**config.mk**
```make
export PLATFORM = sky130hd
export DESIGN_NAME = text_console_ctrl
export DESIGN_NICKNAME = d
export VERILOG_FILES = /design/src/rtl/text_console_pkg.sv /design/src/rtl/text_console_ctrl_clear_seq.sv /design/src/rtl/text_console_ctrl.sv
export SDC_FILE = /design/constraint.sdc
export NUM_CORES = 1
export LEC_CHECK = 0
export CAP_MARGIN = 10
export CORE_MARGIN = 3
export CORE_UTILIZATION = 49
export DETAILED_ROUTE_END_ITERATION = 10
export PLACE_DENSITY = 0.83
export SYNTH_ARGS = -nofsm -noshare
export SYNTH_HDL_FRONTEND = slang
export SYNTH_HIERARCHICAL = 1
export SYNTH_SLANG_ARGS = --single-unit
```
**constraint.sdc**
```tcl
create_clock -name clk -period 2.5 [get_ports clk]
set_input_delay 0.375 -clock clk [delete_from_list [all_inputs] [get_ports clk]]
set_output_delay 0.375 -clock clk [all_outputs]
set_load 0.03 [all_outputs]
```
**src/rtl/text_console_pkg.sv**
```systemverilog
// ---------------------------------------------------------------------------
// text_console_pkg
// Shared constants, character codes and state encoding for the text console
// write-side controller and its clear sequencer.
// ---------------------------------------------------------------------------
package text_console_pkg;

  localparam int unsigned ADDR_WIDTH = 12;
  localparam int unsigned DATA_WIDTH = 7;

  // Screen geometry and the last legal index in each dimension
  localparam logic [6:0] MAX_X    = 7'd80;
  localparam logic [4:0] MAX_Y    = 5'd30;
  localparam logic [6:0] LAST_COL = MAX_X - 7'd1;
  localparam logic [4:0] LAST_ROW = MAX_Y - 5'd1;

  // Code written by every clear operation
  localparam logic [6:0] BLANK = 7'h20;

  // Control codes (7-bit, matching the character path width)
  localparam logic [6:0] CH_BS = 7'h08;
  localparam logic [6:0] CH_LF = 7'h0A;
  localparam logic [6:0] CH_FF = 7'h0C;
  localparam logic [6:0] CH_CR = 7'h0D;

  // Printable range
  localparam logic [6:0] CH_PRINT_LO = 7'h20;
  localparam logic [6:0] CH_PRINT_HI = 7'h7E;

  typedef enum logic [1:0] {
    CLR_ALL = 2'd0,
    IDLE    = 2'd1,
    CLR_ROW = 2'd2
  } state_e;

  function automatic logic is_printable(input logic [6:0] c);
    return (c >= CH_PRINT_LO) && (c <= CH_PRINT_HI);
  endfunction

  // Row after r, wrapping from the last row back to row 0 (no scrolling)
  function automatic logic [4:0] next_row(input logic [4:0] r);
    return (r == LAST_ROW) ? 5'd0 : (r + 5'd1);
  endfunction

endpackage

```
**src/rtl/text_console_ctrl_clear_seq.sv**
```systemverilog
// ---------------------------------------------------------------------------
// tile_clear_seq
// Row/column counter producing one clear address per cycle, either for the
// whole screen (rows 0..MAX_Y-1) or for a single selected row.
// Ports:
//   clk, reset   clock, asynchronous active-high reset
//   start_i      load a new sequence (column 0, row 0 or row_i)
//   whole_i      1: whole screen, 0: single row row_i
//   row_i        row to clear in single-row mode
//   active_o     current row_o/col_o is a clear address to write this cycle
//   row_o,col_o  clear address
//   done_o       one-cycle pulse the cycle after the last address
// Out of reset a whole-screen sequence is already running from address 0.
// ---------------------------------------------------------------------------
module tile_clear_seq
  import text_console_pkg::*;
(
  input  logic       clk,
  input  logic       reset,
  input  logic       start_i,
  input  logic       whole_i,
  input  logic [4:0] row_i,
  output logic       active_o,
  output logic [4:0] row_o,
  output logic [6:0] col_o,
  output logic       done_o
);

  logic       run_q,   run_d;
  logic       whole_q, whole_d;
  logic [4:0] row_q,   row_d;
  logic [6:0] col_q,   col_d;
  logic       done_q,  done_d;

  // Next-state for the clear counters
  always_comb begin
    run_d   = run_q;
    whole_d = whole_q;
    row_d   = row_q;
    col_d   = col_q;
    done_d  = 1'b0;
    if (start_i) begin
      run_d   = 1'b1;
      whole_d = whole_i;
      row_d   = whole_i ? 5'd0 : row_i;
      col_d   = 7'd0;
    end else if (run_q) begin
      if (col_q != LAST_COL) begin
        col_d = col_q + 7'd1;
      end else begin
        col_d = 7'd0;
        // Only the whole-screen mode advances rows; the last row ends it
        if (whole_q && (row_q != LAST_ROW)) begin
          row_d = row_q + 5'd1;
        end else begin
          run_d  = 1'b0;
          done_d = 1'b1;
        end
      end
    end else begin
      run_d = 1'b0;
    end
  end

  // Counter registers; reset starts a full-screen clear at address 0
  always_ff @(posedge clk or posedge reset) begin
    if (reset) begin
      run_q   <= 1'b1;
      whole_q <= 1'b1;
      row_q   <= 5'd0;
      col_q   <= 7'd0;
      done_q  <= 1'b0;
    end else begin
      run_q   <= run_d;
      whole_q <= whole_d;
      row_q   <= row_d;
      col_q   <= col_d;
      done_q  <= done_d;
    end
  end

  assign active_o = run_q;
  assign row_o    = row_q;
  assign col_o    = col_q;
  assign done_o   = done_q;

endmodule

```
**src/rtl/text_console_ctrl.sv**
```systemverilog
// ---------------------------------------------------------------------------
// text_console_ctrl
// Write-side controller for the 80x30 text tile RAM. Accepts ASCII over a
// valid/ready handshake, owns the cursor and turns characters and control
// codes into tile-RAM writes (print, newline, backspace, row/screen clear).
// Ports:
//   clk, reset          clock, asynchronous active-high reset
//   ch_data/ch_valid    incoming character and its valid
//   ch_ready            high only in IDLE
//   we, addr_w, din     registered tile RAM port-A write ({row,col}, code)
//   cur_x, cur_y        cursor column/row
//   busy                high while any clear is in progress
// ---------------------------------------------------------------------------
module text_console_ctrl
  import text_console_pkg::*;
(
  input  logic        clk,
  input  logic        reset,
  input  logic [6:0]  ch_data,
  input  logic        ch_valid,
  output logic        ch_ready,
  output logic        we,
  output logic [11:0] addr_w,
  output logic [6:0]  din,
  output logic [6:0]  cur_x,
  output logic [4:0]  cur_y,
  output logic        busy
);

  state_e      state_q, state_d;
  logic [6:0]  cur_x_q, cur_x_d;
  logic [4:0]  cur_y_q, cur_y_d;
  logic        we_q,    we_d;
  logic [11:0] addr_q,  addr_d;
  logic [6:0]  din_q,   din_d;

  logic        start_s;
  logic        whole_s;
  logic [4:0]  nrow_s;
  logic        clr_active_s;
  logic [4:0]  clr_row_s;
  logic [6:0]  clr_col_s;
  logic        clr_done_s;
  logic        xfer_s;

  assign ch_ready = (state_q == IDLE);
  assign busy     = (state_q != IDLE);
  assign xfer_s   = ch_valid && ch_ready;
  assign nrow_s   = next_row(cur_y_q);

  tile_clear_seq u_clear_seq (
    .clk      (clk),
    .reset    (reset),
    .start_i  (start_s),
    .whole_i  (whole_s),
    .row_i    (nrow_s),
    .active_o (clr_active_s),
    .row_o    (clr_row_s),
    .col_o    (clr_col_s),
    .done_o   (clr_done_s)
  );

  // FSM next state, cursor update, character decode and write-port values
  always_comb begin
    state_d = state_q;
    cur_x_d = cur_x_q;
    cur_y_d = cur_y_q;
    we_d    = 1'b0;
    addr_d  = addr_q;
    din_d   = din_q;
    start_s = 1'b0;
    whole_s = 1'b0;
    case (state_q)
      CLR_ALL, CLR_ROW: begin
        if (clr_active_s) begin
          we_d   = 1'b1;
          addr_d = {clr_row_s, clr_col_s};
          din_d  = BLANK;
        end else begin
          we_d = 1'b0;
        end
        // done arrives the cycle the last clear write is on the port
        if (clr_done_s) begin
          state_d = IDLE;
        end else begin
          state_d = state_q;
        end
      end
      IDLE: begin
        if (xfer_s) begin
          if (is_printable(ch_data)) begin
            we_d   = 1'b1;
            addr_d = {cur_y_q, cur_x_q};
            din_d  = ch_data;
            if (cur_x_q == LAST_COL) begin
              // Character lands this write; row clear of the next row follows
              cur_x_d = 7'd0;
              cur_y_d = nrow_s;
              start_s = 1'b1;
              whole_s = 1'b0;
              state_d = CLR_ROW;
            end else begin
              cur_x_d = cur_x_q + 7'd1;
            end
          end else begin
            case (ch_data)
              CH_LF, CH_CR: begin
                cur_x_d = 7'd0;
                cur_y_d = nrow_s;
                start_s = 1'b1;
                whole_s = 1'b0;
                state_d = CLR_ROW;
              end
              CH_BS: begin
                if (cur_x_q != 7'd0) begin
                  cur_x_d = cur_x_q - 7'd1;
                  we_d    = 1'b1;
                  addr_d  = {cur_y_q, cur_x_q - 7'd1};
                  din_d   = BLANK;
                end else begin
                  cur_x_d = cur_x_q;
                end
              end
              CH_FF: begin
                cur_x_d = 7'd0;
                cur_y_d = 5'd0;
                start_s = 1'b1;
                whole_s = 1'b1;
                state_d = CLR_ALL;
              end
              default: begin
                state_d = IDLE;
              end
            endcase
          end
        end else begin
          state_d = IDLE;
        end
      end
      default: begin
        state_d = CLR_ALL;
      end
    endcase
  end

  // State, cursor and registered write port
  always_ff @(posedge clk or posedge reset) begin
    if (reset) begin
      state_q <= CLR_ALL;
      cur_x_q <= 7'd0;
      cur_y_q <= 5'd0;
      we_q    <= 1'b0;
      addr_q  <= 12'd0;
      din_q   <= 7'd0;
    end else begin
      state_q <= state_d;
      cur_x_q <= cur_x_d;
      cur_y_q <= cur_y_d;
      we_q    <= we_d;
      addr_q  <= addr_d;
      din_q   <= din_d;
    end
  end

  assign we     = we_q;
  assign addr_w = addr_q;
  assign din    = din_q;
  assign cur_x  = cur_x_q;
  assign cur_y  = cur_y_q;

endmodule

```
* Word-level counts from Yosys, hierarchy flattened
Cells that the tools add are included.
** Cells by class
- $mul :: 0
- $add $sub $neg :: 5
- Divide/modulo/power cells :: 0
- Shifts and indexed selects :: 0
- Order comparisons :: 2
- Reductions and logical operators :: 18
- Bitwise operators :: 0
- Equal/unequal tests :: 21
- Muxes and demuxes :: 57
** Operators with widths (number)
- $mux W7 :: 11
- $mux W12 :: 5
- $mux W5 :: 8
- $eq A7 B4 Y1 const B :: 4
- $pmux W7 S2 :: 2
- $pmux W12 S2 :: 1
- $mux W1 :: 22
- $add A7 B1 Y7 const B :: 2
- $add A5 B1 Y5 const B :: 2
- $ne A2 B1 Y1 const B :: 5
- $pmux W5 S2 :: 1
- $mux W2 :: 4
- $reduce_and A4 Y1 :: 2
- $eq A7 B7 Y1 const B :: 1
- $ge A7 B6 Y1 const B :: 1
- $le A7 B7 Y1 const B :: 1
- $ne A7 B7 Y1 const B :: 1
- $reduce_bool A7 Y1 :: 1
- $sub A7 B1 Y7 const B :: 1
- $ne A3 B1 Y1 const B :: 2
- $pmux W2 S3 :: 1
- $reduce_and A3 Y1 :: 2
- $reduce_bool A2 Y1 :: 3
- $reduce_bool A3 Y1 :: 2
- 15 further kinds :: 18
** Word-level totals
- RAM bits :: 0
- Output and inout bits :: 34
- Register bits :: 49
- Memories kept :: 0
- Latch bits :: 0
- Bits of input ports :: 10
- Word-level logic and storage cells :: 114
- Bits in read-only memories :: 0

* Depth between registers and ports, before layout
Gate-level depths: netlist of the first run.
- Word-level depth :: 8
- Mapped depth :: 9
- Depth with buffers taken out :: 8

* Modules after synthesis
The synthesis of the first run kept the hierarchy.
** By module, submodules not included
- text_console_ctrl :: cells an instance 233, seq. area each 850.8 um^2, times used 1, area an instance 2150.8 um^2
- tile_clear_seq :: cells an instance 86, seq. area each 377.9 um^2, times used 1, area an instance 868.3 um^2

* Worst setup path after synthesis of the first run
OpenSTA, ideal clock, no wires.
- Path type :: register to register
- Start point :: reg cur_x_q[0] (netlist: cur_x[0])
- End point :: reg addr_q[0] (netlist: addr_w[0])
- Arrival time :: 2388 ps
- Period minus slack after synthesis :: 2513 ps
- Data required time :: 2375 ps
- Stages on the path, launching flop included :: 9
- Path buffers :: 0
- Library setup time :: 125 ps
- Path slack :: -13 ps
- Cell sequence :: dfrtp_1 inv_1 ha_1 or3b_1 nor4_1 nor3_2 nor3_2 inv_2 mux2_2
** On the way
- Word-level cells in the longest chain between the ends :: 6
- Elaborated cells between the ends (all ways) :: 9
- Classes of those cells :: 1 x add/sub; 1 x eq/ne; 5 x mux; 2 x reduce/logical
** RTL lines
- from (decl) :: RTL line text_console_ctrl.sv:31 : logic [6:0] cur_x_q, cur_x_d;
- from (signal assigned) :: RTL line text_console_ctrl.sv:157 : cur_x_q <= cur_x_d;
- $sub A7 B1 Y7 :: RTL line text_console_ctrl.sv:118 : addr_d = {cur_y_q, cur_x_q - 7'd1};
- $mux W12 :: RTL line text_console_ctrl.sv:115 : if (cur_x_q != 7'd0) begin
- $mux W12 :: RTL line text_console_ctrl.sv:106 : case (ch_data)
- $mux W12 :: RTL line text_console_ctrl.sv:91 : if (is_printable(ch_data)) begin
- $mux W12 :: RTL line text_console_ctrl.sv:90 : if (xfer_s) begin
- $pmux W12 S2 :: RTL line text_console_ctrl.sv:73 : case (state_q)
- to (signal assigned) :: RTL line text_console_ctrl.sv:160 : addr_q <= addr_d;
- to (decl) :: RTL line text_console_ctrl.sv:34 : logic [11:0] addr_q, addr_d;
Several ways; a longest one is shown, not always the timed one. The select of a mux whose other input is x is not followed.
A chain may end at the register's enable or synchronous reset.

* Worst setup path after layout of the first run
- Start point :: in ch_data[1]
- End point :: reg cur_x_q[5] (netlist: cur_x[5])
** On the way
- Word-level cells in the longest chain between the ends :: 4
- Elaborated cells between the ends (all ways) :: 13
- Classes of those cells :: 2 x order compare; 5 x eq/ne; 2 x mux; 4 x reduce/logical
** RTL lines
- from (decl) :: RTL line text_console_ctrl.sv:19 : input logic [6:0] ch_data,
- $ge A7 B6 Y1 (tied with other cells) :: RTL line text_console_pkg.sv:37 : return (c >= CH_PRINT_LO) && (c <= CH_PRINT_HI);
- $logic_and A1 B1 Y1 / $reduce_or A3 Y1 (equally long branches)
- $ne A3 B3 Y1 (no line) (tied with other cells)
- $reduce_and A4 Y1 (no line) / $mux W7 (equally long branches)
Several ways; a longest one is shown, not always the timed one.

==> results of run 1 <==
==> area by class of cell <==
type                    instances  share of cell area [%]
multi-input cells             238                    42.7
flip-flops and latches         49                    31.5
repair buffers                 87                    19.6
well taps                      72                    2.31
clock buffers                   7                    1.96
inverters                      17                    1.64
clock inverters                 1                   0.225
==> metrics by stage <==
step	utilization [%]	setup TNS [ps]
finish	67.8	0
CTS	67.4	0
detailed placement	65.9	-6920
global route	67.8	0
floorplan	-	0
global placement	65.9	-5670
==> sequential cells by signal (all words and copies together), names as in the netlist <==
signal / count
addr_w: 12
cur_x: 7
din: 7
u_clear_seq/col_o: 7
cur_y: 5
u_clear_seq/row_o: 5
state_q: 2
u_clear_seq/active_o: 1
u_clear_seq/done_o: 1
u_clear_seq/whole_q: 1
we: 1
==> worst max path at each step <==
stage	endpoint	cells past startpoint	from
3_3_place_gp	cur_x[5]	6	ch_data[3]
5_1_grt	din[6]	10	cur_x[0]
2_1_floorplan	addr_w[0]	8	cur_x[0]
4_1_cts	cur_x[5]	6	ch_data[3]
3_5_place_dp	cur_x[5]	6	ch_data[3]
6_report	cur_x[5]	6	ch_data[1]
==> cell families (layout without fill, tap and decap cells) <==
group / Yosys count / after routing / share of synthesized area, %
AOI/OAI and AO/OA: 72 / 72 / 17.4
muxes: 17 / 17 / 5.93
DFF: 49 / 49 / 40.7
adders and majority gates: 7 / 7 / 2.90
xor gates and xnor gates: 10 / 10 / 2.90
and+or+nand+nor: 131 / 132 / 25.2
buffers and inverters: 33 / 112 / 4.97
==> layer usage <==
metal / global-route usage [%] / vias up / share of wire [%]
met5: 0 / - / 0
met4: 5.32 / 0 / 0.97
met3: 3.63 / 10 / 5.8
met2: 38.6 / 125 / 49
met1: 31.5 / 1399 / 44
li1: - / 1335 / -
==> cells in the mapped netlist (all sizes together), types with 3 or more instances <==
| library cell | number |
|---|---|
| mux2 | 7 |
| nand3 | 24 |
| o31ai | 3 |
| a31oi | 3 |
| o21ai | 14 |
| buf | 9 |
| o21a | 4 |
| nor4 | 3 |
| xnor2 | 6 |
| a21oi | 7 |
| ha | 7 |
| a211o | 3 |
| mux2i | 10 |
| a22o | 8 |
| nand2b | 4 |
| o211ai | 4 |
| clkbuf | 7 |
| nor2 | 23 |
| xor2 | 4 |
| nand3b | 5 |
| nand2 | 23 |
| dfrtp | 47 |
| nand4 | 4 |
| nor3 | 22 |
| or3 | 3 |
| o22ai | 3 |
| inv | 16 |
==> power breakdown <==
part           switching (µW)  internal [µW]  leakage [µW]
registers                   0            792      0.000581
clock network             261            200     0.0000424
logic                    54.2           42.6       0.00110
==> timing repair <==
| item | CTS | global route |
|---|---|---|
| endpoints found under the hold margin | 0 | 0 |
| hold buffers | 0 | 0 |
| setup buffers | 0 | 0 |
| endpoints found under the setup margin | 0 | 15 |
| resized for setup | 0 | 5 |
==> worst max-delay path, stage by stage <==
cell and delay, ps:
clkdlybuf4s50_1 430, or3b_4 410, or4b_4 510, or3_4 390
a2111o_1 410, o211a_1 110
==> results.sh, run 1 <==
export IMPL_dr_pass1_iters=7
export IMPL_multi_input_area_mm2=0.00166
export IMPL_drv_cap=0
export IMPL_num_rows=27
export IMPL_worst_pin_slew_ps=606
export IMPL_wl_um=8110
export IMPL_clk_latency_ps=310
export IMPL_drv_slew=0
export IMPL_cts_root_buf="clkbuf_8"
export IMPL_fill_cells=469
export IMPL_dpl_worst_slack_ps=-312
export IMPL_area_growth_pct=29.0
export IMPL_power_uw=1350
export IMPL_synth_flop_cell="dfrtp_1"
export IMPL_synth_nets=336
export IMPL_first_iter_violations=210
export IMPL_start_util_pct=52.6
export IMPL_grt_pass1_wl_um=13500
export IMPL_holdPathStages=2
export IMPL_io_buffers=43
export IMPL_r2r_start="cur_x[0]"
export IMPL_fp_dieW_um=84.5
export IMPL_critPathMaxFanout=5
export IMPL_rr_worst_depth=10
export IMPL_synth_top_cell_area_share_pct=39.0
export IMPL_rsz0062_at_grt="false"
export IMPL_design_area_mm2=0.00389
export IMPL_fin_crit_ps=2430
export IMPL_drcViolationCount=0
export IMPL_min_period_over_period_pct=97.3
export IMPL_hold_viol=0
export IMPL_ys_warnings_count=6
export IMPL_hold_path_class="in2reg"
export IMPL_r2r_end="din[5]"
export IMPL_r2r_setup_slack_ps=150
export IMPL_synth_area_leaders="dfrtp_1 39%, nand3_1 3.8%, mux2i_1 3.3%"
export IMPL_clk_path_buf_depth=2
export IMPL_die_h_um=84.5
export IMPL_finalClockSkew_ps=14.5
export IMPL_holdPathEnd="din[3]"
export IMPL_worstSetupEndpointType="flip-flop"
export IMPL_htreeDepth=2
export IMPL_status="completed"
export IMPL_drive_gt1_share_pct=19.0
export IMPL_post_dp_cell_area_mm2=0.00378
export IMPL_crit_required_ps=2700
export IMPL_slew_headroom_pct=59.6
export IMPL_viasPerCell=6.09
export IMPL_synth_top_area_cell="dfrtp_1"
export IMPL_netlist_area_mm2=0.00302
export IMPL_holdCritStartpoint="ch_data[3]"
export IMPL_io_pins=44
export IMPL_fin_nets=415
export IMPL_synthArstFlopShare_pct=100
export IMPL_dieArea_mm2=0.00714
export IMPL_overflow=0
export IMPL_dp_cells=462
export IMPL_critPathArrivalTime_ps=2630
export IMPL_ant_nets=0
export IMPL_hold_slack_ps=401
export IMPL_peakVddDrop_v=0.000313
export IMPL_core_area_mm2=0.00574
export IMPL_final_cell_count_no_fill=471
export IMPL_synth_edf_count=0
export IMPL_fin_ws_ps=67.9
export IMPL_yosysUniqueCellTypes=69
export IMPL_gp_congestion=0.946
export IMPL_p_leak_uw=0.00172
export IMPL_antenna_found_initial=0
export IMPL_grt_util_all_layers_pct=23.1
export IMPL_ys_seq_area_share_pct=40.7
export IMPL_setup_viol=0
export IMPL_avgSynthCellArea_um2=9.46
export IMPL_dp_hpwl_um=5850
export IMPL_final_seq_area_mm2=0.00123
export IMPL_grt_pass1_vias=2720
export IMPL_grt_max_degree=35
export IMPL_fmaxAchievable_ghz=0.411
export IMPL_critPathKind="in2reg"
export IMPL_p_per_area_mw_per_mm2=347
export IMPL_cts_made_buffers=5
export IMPL_cts_sinks=49
export IMPL_vias=2869
export IMPL_syn_inst=319
export IMPL_wl_per_cell_um=17.2
export IMPL_final_common_cell="dfrtp_1"
export IMPL_antennaDiodeCount=0
export IMPL_final_cell_mix="47 x dfrtp_1, 44 x buf_4, 42 x clkdlybuf4s50_1"
export IMPL_cts_clk_slew_worst_paths_ps=90
export IMPL_tritoncts="done"
export IMPL_start_kind="primary input"
export IMPL_ys_seq_elements=49
Note: power is estimated with default switching activity, not from simulation.
==> inputs of run 2 (changes only) <==
CORE_UTILIZATION = 59   (was 49)
PLACE_DENSITY = 0.93   (was 0.83)
clock period = 2.8 ns   (was 2.5 ns; I/O delays follow)
==> results.sh, run 2 (same netlist as run 1, synthesis figures left out) <==
export IMPL_power_uw=1300
export IMPL_grt_max_degree=35
export IMPL_min_period_over_period_pct=92.6
export IMPL_hold_slack_ps=491
export IMPL_fmaxAchievable_ghz=0.386
export IMPL_hold_path_class="in2async"
export IMPL_finalClockSkew_ps=6.95
export IMPL_dieArea_mm2=0.00601
export IMPL_cts_resized=0
export IMPL_clk_path_buf_depth=2
export IMPL_drv_cap=0
export IMPL_slowest_stage="or4b_4"
export IMPL_fin_nets=404
export IMPL_cts_clk_slew_worst_paths_ps=90
export IMPL_tritoncts="done"
export IMPL_setup_viol=0
export IMPL_status="completed"
export IMPL_num_rows=25
export IMPL_viasPerCell=6.26
export IMPL_critPathKind="in2reg"
export IMPL_start_kind="primary input"
export IMPL_wl_um=8060
export IMPL_critPathMaxFanout=9
export IMPL_die_h_um=77.5
export IMPL_worst_pin_slew_ps=576
export IMPL_fp_dieW_um=77.5
export IMPL_overflow=0
export IMPL_postCtsSetupRepairBufs=0
export IMPL_cts_sinks=49
export IMPL_dp_hpwl_um=5910
export IMPL_final_common_cell="dfrtp_1"
export IMPL_first_iter_violations=163
export IMPL_start_util_pct=62.3
export IMPL_drv_slew=0
export IMPL_path_depth=7
export IMPL_critPathArrivalTime_ps=2790
export IMPL_grt_pass1_vias=2714
export IMPL_htreeDepth=2
export IMPL_crit_required_ps=3000
export IMPL_p_per_area_mw_per_mm2=341
export IMPL_cts_root_buf="clkbuf_8"
export IMPL_grt_pass1_wl_um=13100
export IMPL_largest_register_ffs=12
export IMPL_io_buffers=43
export IMPL_vias=2850
export IMPL_cpPeakStageDelay_ps=500
export IMPL_area_growth_pct=26.3
export IMPL_ant_nets=0
export IMPL_peakVddDrop_v=0.000300
export IMPL_antennaDiodeCount=0
export IMPL_drive_gt1_share_pct=16.5
export IMPL_cts_made_buffers=5
export IMPL_io_pins=44
export IMPL_final_cell_count_no_fill=455
export IMPL_worstPathCellList="clkdlybuf4s50_1 -> or3b_1 -> or4b_4 -> or3_4 -> buf_4 -> a211o_1 -> o21a_1"
export IMPL_core_area_mm2=0.00485
export IMPL_clk_latency_ps=310
export IMPL_hold_viol=0
export IMPL_critPathBufInv=2
export IMPL_wl_per_cell_um=17.7
export IMPL_drcViolationCount=0
export IMPL_grt_util_all_layers_pct=27.4
export IMPL_cts_hold_buffers=0
export IMPL_rsz0062_at_grt="false"
export IMPL_final_cell_mix="47 x dfrtp_1, 43 x clkdlybuf4s50_1, 34 x buf_4"
export IMPL_antenna_found_initial=0
export IMPL_dr_pass1_iters=5
export IMPL_gp_congestion=0.945
export IMPL_p_leak_uw=0.00167
export IMPL_dp_cells=447
export IMPL_worstSetupEndpointType="flip-flop"
export IMPL_cp_top_family="simple AND/OR/NAND/NOR gates"
export IMPL_slew_headroom_pct=61.6
export IMPL_fin_crit_ps=2590
export IMPL_fin_setup_tns_ps=0
export IMPL_rr_worst_depth=9
run 2: layout make-up:
class                   instances  area, µm²
clock buffers                   6       72.6
multi-input cells             237       1640
repair buffers                 77        686
flip-flops and latches         49       1230
well taps                      67       83.8
fillers                       321       1030
inverters                      17       63.8
clock inverters                 2       38.8
run 2: through the flow:
stage / setup WS [ps] / cell area (µm²) / utilization (%)
3_5_place_dp: -110 / 3700 / 76.4
6_report: 208 / 3810 / 78.7
2_1_floorplan: 287 / 3020 / -
5_1_grt: 112 / 3810 / 78.7
3_3_place_gp: -18.4 / 3700 / 76.4
4_1_cts: 220 / 3810 / 78.7
run 2: layer usage:
| layer | track usage (%) | routed length [µm] |
|---|---|---|
| met3 | 4.64 | 549 |
| met4 | 8.36 | 135 |
| met2 | 46.9 | 3910 |
| met1 | 35.6 | 3460 |
| met5 | 0 | 0 |
run 2: path summary, 6_finish.rpt:
kind / end / startpoint / slack (ps)
min in group clk: state_q[1] / state_q[1] / 510
min: u_clear_seq/col_o[2] / reset / 490
min reg2reg: state_q[1] / state_q[1] / 510
max: din[5] / ch_data[1] / 210
max reg2reg: din[5] / cur_x[1] / 300
max in group asynchronous: u_clear_seq/whole_q / reset / 1930
run 2: power breakdown:
part,switching (µW),internal (µW)
clock network,243,268
logic,46.7,35.4
registers,0,707
total,290,1010
==> inputs of run 3 (changes only) <==
GPL_TIMING_DRIVEN = 0   (was not set)
PLACE_DENSITY = 0.86   (was 0.93)
SLEW_MARGIN = 30   (was not set)
==> results.sh, run 3 (same netlist as run 1, synthesis figures left out) <==
export IMPL_status="completed"
export IMPL_core_area_mm2=0.00485
export IMPL_finalClockSkew_ps=3.71
export IMPL_slew_headroom_pct=47.9
export IMPL_hold_path_class="reg2reg"
export IMPL_grt_pass1_wl_um=12800
export IMPL_worstSetupEndpointType="flip-flop"
export IMPL_p_per_area_mw_per_mm2=340
export IMPL_fin_nets=386
export IMPL_hold_slack_ps=501
export IMPL_io_pins=44
export IMPL_critPathMaxFanout=10
export IMPL_viasPerCell=6.28
export IMPL_drive_gt1_share_pct=11.6
export IMPL_cts_hold_buffers=0
export IMPL_cts_root_buf="clkbuf_8"
export IMPL_drv_cap=0
export IMPL_htreeDepth=2
export IMPL_first_iter_violations=232
export IMPL_rsz0062_at_grt="false"
export IMPL_cts_clk_slew_worst_paths_ps=90
export IMPL_largest_register_ffs=12
export IMPL_clk_path_buf_depth=2
export IMPL_antennaDiodeCount=0
export IMPL_clk_latency_ps=300
export IMPL_cts_made_buffers=5
export IMPL_die_h_um=77.5
export IMPL_critPathArrivalTime_ps=2960
export IMPL_fin_util_pct=75.9
export IMPL_cts_sinks=49
export IMPL_critPathKind="in2reg"
export IMPL_use_met3_pct=4.76
export IMPL_wl_per_cell_um=17.1
export IMPL_min_period_over_period_pct=97.3
export IMPL_drv_slew=0
export IMPL_antenna_found_initial=0
export IMPL_dp_hpwl_um=5520
export IMPL_dieArea_mm2=0.00601
export IMPL_vias=2745
export IMPL_final_cell_mix="47 x dfrtp_1, 43 x clkdlybuf4s50_1, 23 x nand3_1, 23 x nand2_1, 22 x nor2_1"
export IMPL_num_rows=25
export IMPL_fp_dieW_um=77.5
export IMPL_worst_pin_slew_ps=778
export IMPL_p_leak_uw=0.00156
export IMPL_overflow=0
export IMPL_grt_busiest_layer="met2"
export IMPL_gp_congestion=0.900
export IMPL_wl_um=7490
export IMPL_grt_util_all_layers_pct=26.6
export IMPL_dp_cells=429
export IMPL_dr_pass1_iters=4
export IMPL_start_util_pct=62.3
export IMPL_ant_nets=0
export IMPL_final_cell_count_no_fill=437
export IMPL_start_kind="primary input"
export IMPL_tritoncts="done"
export IMPL_area_growth_pct=21.8
export IMPL_crit_required_ps=3040
export IMPL_grt_use_met1_pct=35.3
export IMPL_grt_pass1_vias=2709
export IMPL_fmaxAchievable_ghz=0.367
export IMPL_setup_viol=0
export IMPL_grt_max_degree=35
export IMPL_hold_viol=0
export IMPL_io_buffers=43
export IMPL_fin_crit_ps=2720
export IMPL_peakVddDrop_v=0.000238
export IMPL_drcViolationCount=0
export IMPL_use_met2_pct=42.9
export IMPL_power_uw=1250
export IMPL_fin_setup_tns_ps=0
export IMPL_final_common_cell="dfrtp_1"
-- run 3: changes by cell type in the layout (fill, tap and decap cells not counted), moves of 2 or more --
cell,delta
buf_4,-31
clkbuf_1,+6
buf_2,+3
buf_6,+2
clkbuf_8,+2
nor3_2,-2
nor3_4,+2
-- run 3: power breakdown --
| group | switching (µW) | total, µW | leakage (µW) | internal [µW] |
|---|---|---|---|---|
| registers | 0 | 707 | 0.000581 | 707 |
| clock network | 244 | 472 | 0.0000549 | 228 |
| logic | 45.1 | 70.3 | 0.000919 | 25.1 |
| total | 289 | 1250 | 0.00156 | 961 |
-- run 3: repair_timing --
action | 4_1_cts | 5_1_grt
setup buffers | 1 | 0
pin swaps | 1 | 0
gates resized for setup | 3 | 2
cloned | 0 | 0
setup endpoints to repair | 27 | 13
-- run 3: per-stage QoR --
stage | setup slack [ps] | instance area, µm²
after floorplan | 287 | 3020
final | 75.8 | 3680
after global routing | 11.4 | 3680
after CTS | 64.4 | 3660
after global placement | -601 | 3530
after detailed placement | -607 | 3530
-- run 3: worst max-delay path: stages --
cell and delay (ps):
clkdlybuf4s50_1 550, or4bb_1 510, nand3_1 210, a21oi_4 150, nor3_4 350, clkbuf_1 390
mux2_2 380
-- run 3: area by class of cell --
cell class | count | area, µm²
Timing Repair Buffer | 44 | 438
Inverter | 17 | 63.8
Fill cell | 354 | 1170
Tap cell | 67 | 83.8
Buffer | 15 | 82.6
Clock buffer | 7 | 96.3
Clock inverter | 1 | 8.76
Sequential cell | 49 | 1230
Multi-Input combinational cell | 237 | 1680
-- run 3: path summary, 6_finish.rpt --
kind	from	endpoint	slack, ps	depth (start not counted)
setup / recovery	ch_data[3]	u_clear_seq/whole_q	80	7
setup reg to reg	cur_x[0]	addr_w[0]	170	8
min in group asynchronous	reset	u_clear_seq/col_o[2]	530	2
hold reg to reg	din[5]	din[5]	500	1
max in group asynchronous	reset	cur_y[2]	1770	2
hold / removal	din[5]	din[5]	500	1
-- run 3: per-layer routing --
| layer | share of wire, % | vias up |
|---|---|---|
| met1 | 43 | 1311 |
| met5 | 0 | - |
| met4 | 2.3 | 0 |
| li1 | - | 1288 |
| met2 | 47 | 128 |
| met3 | 6.8 | 18 |
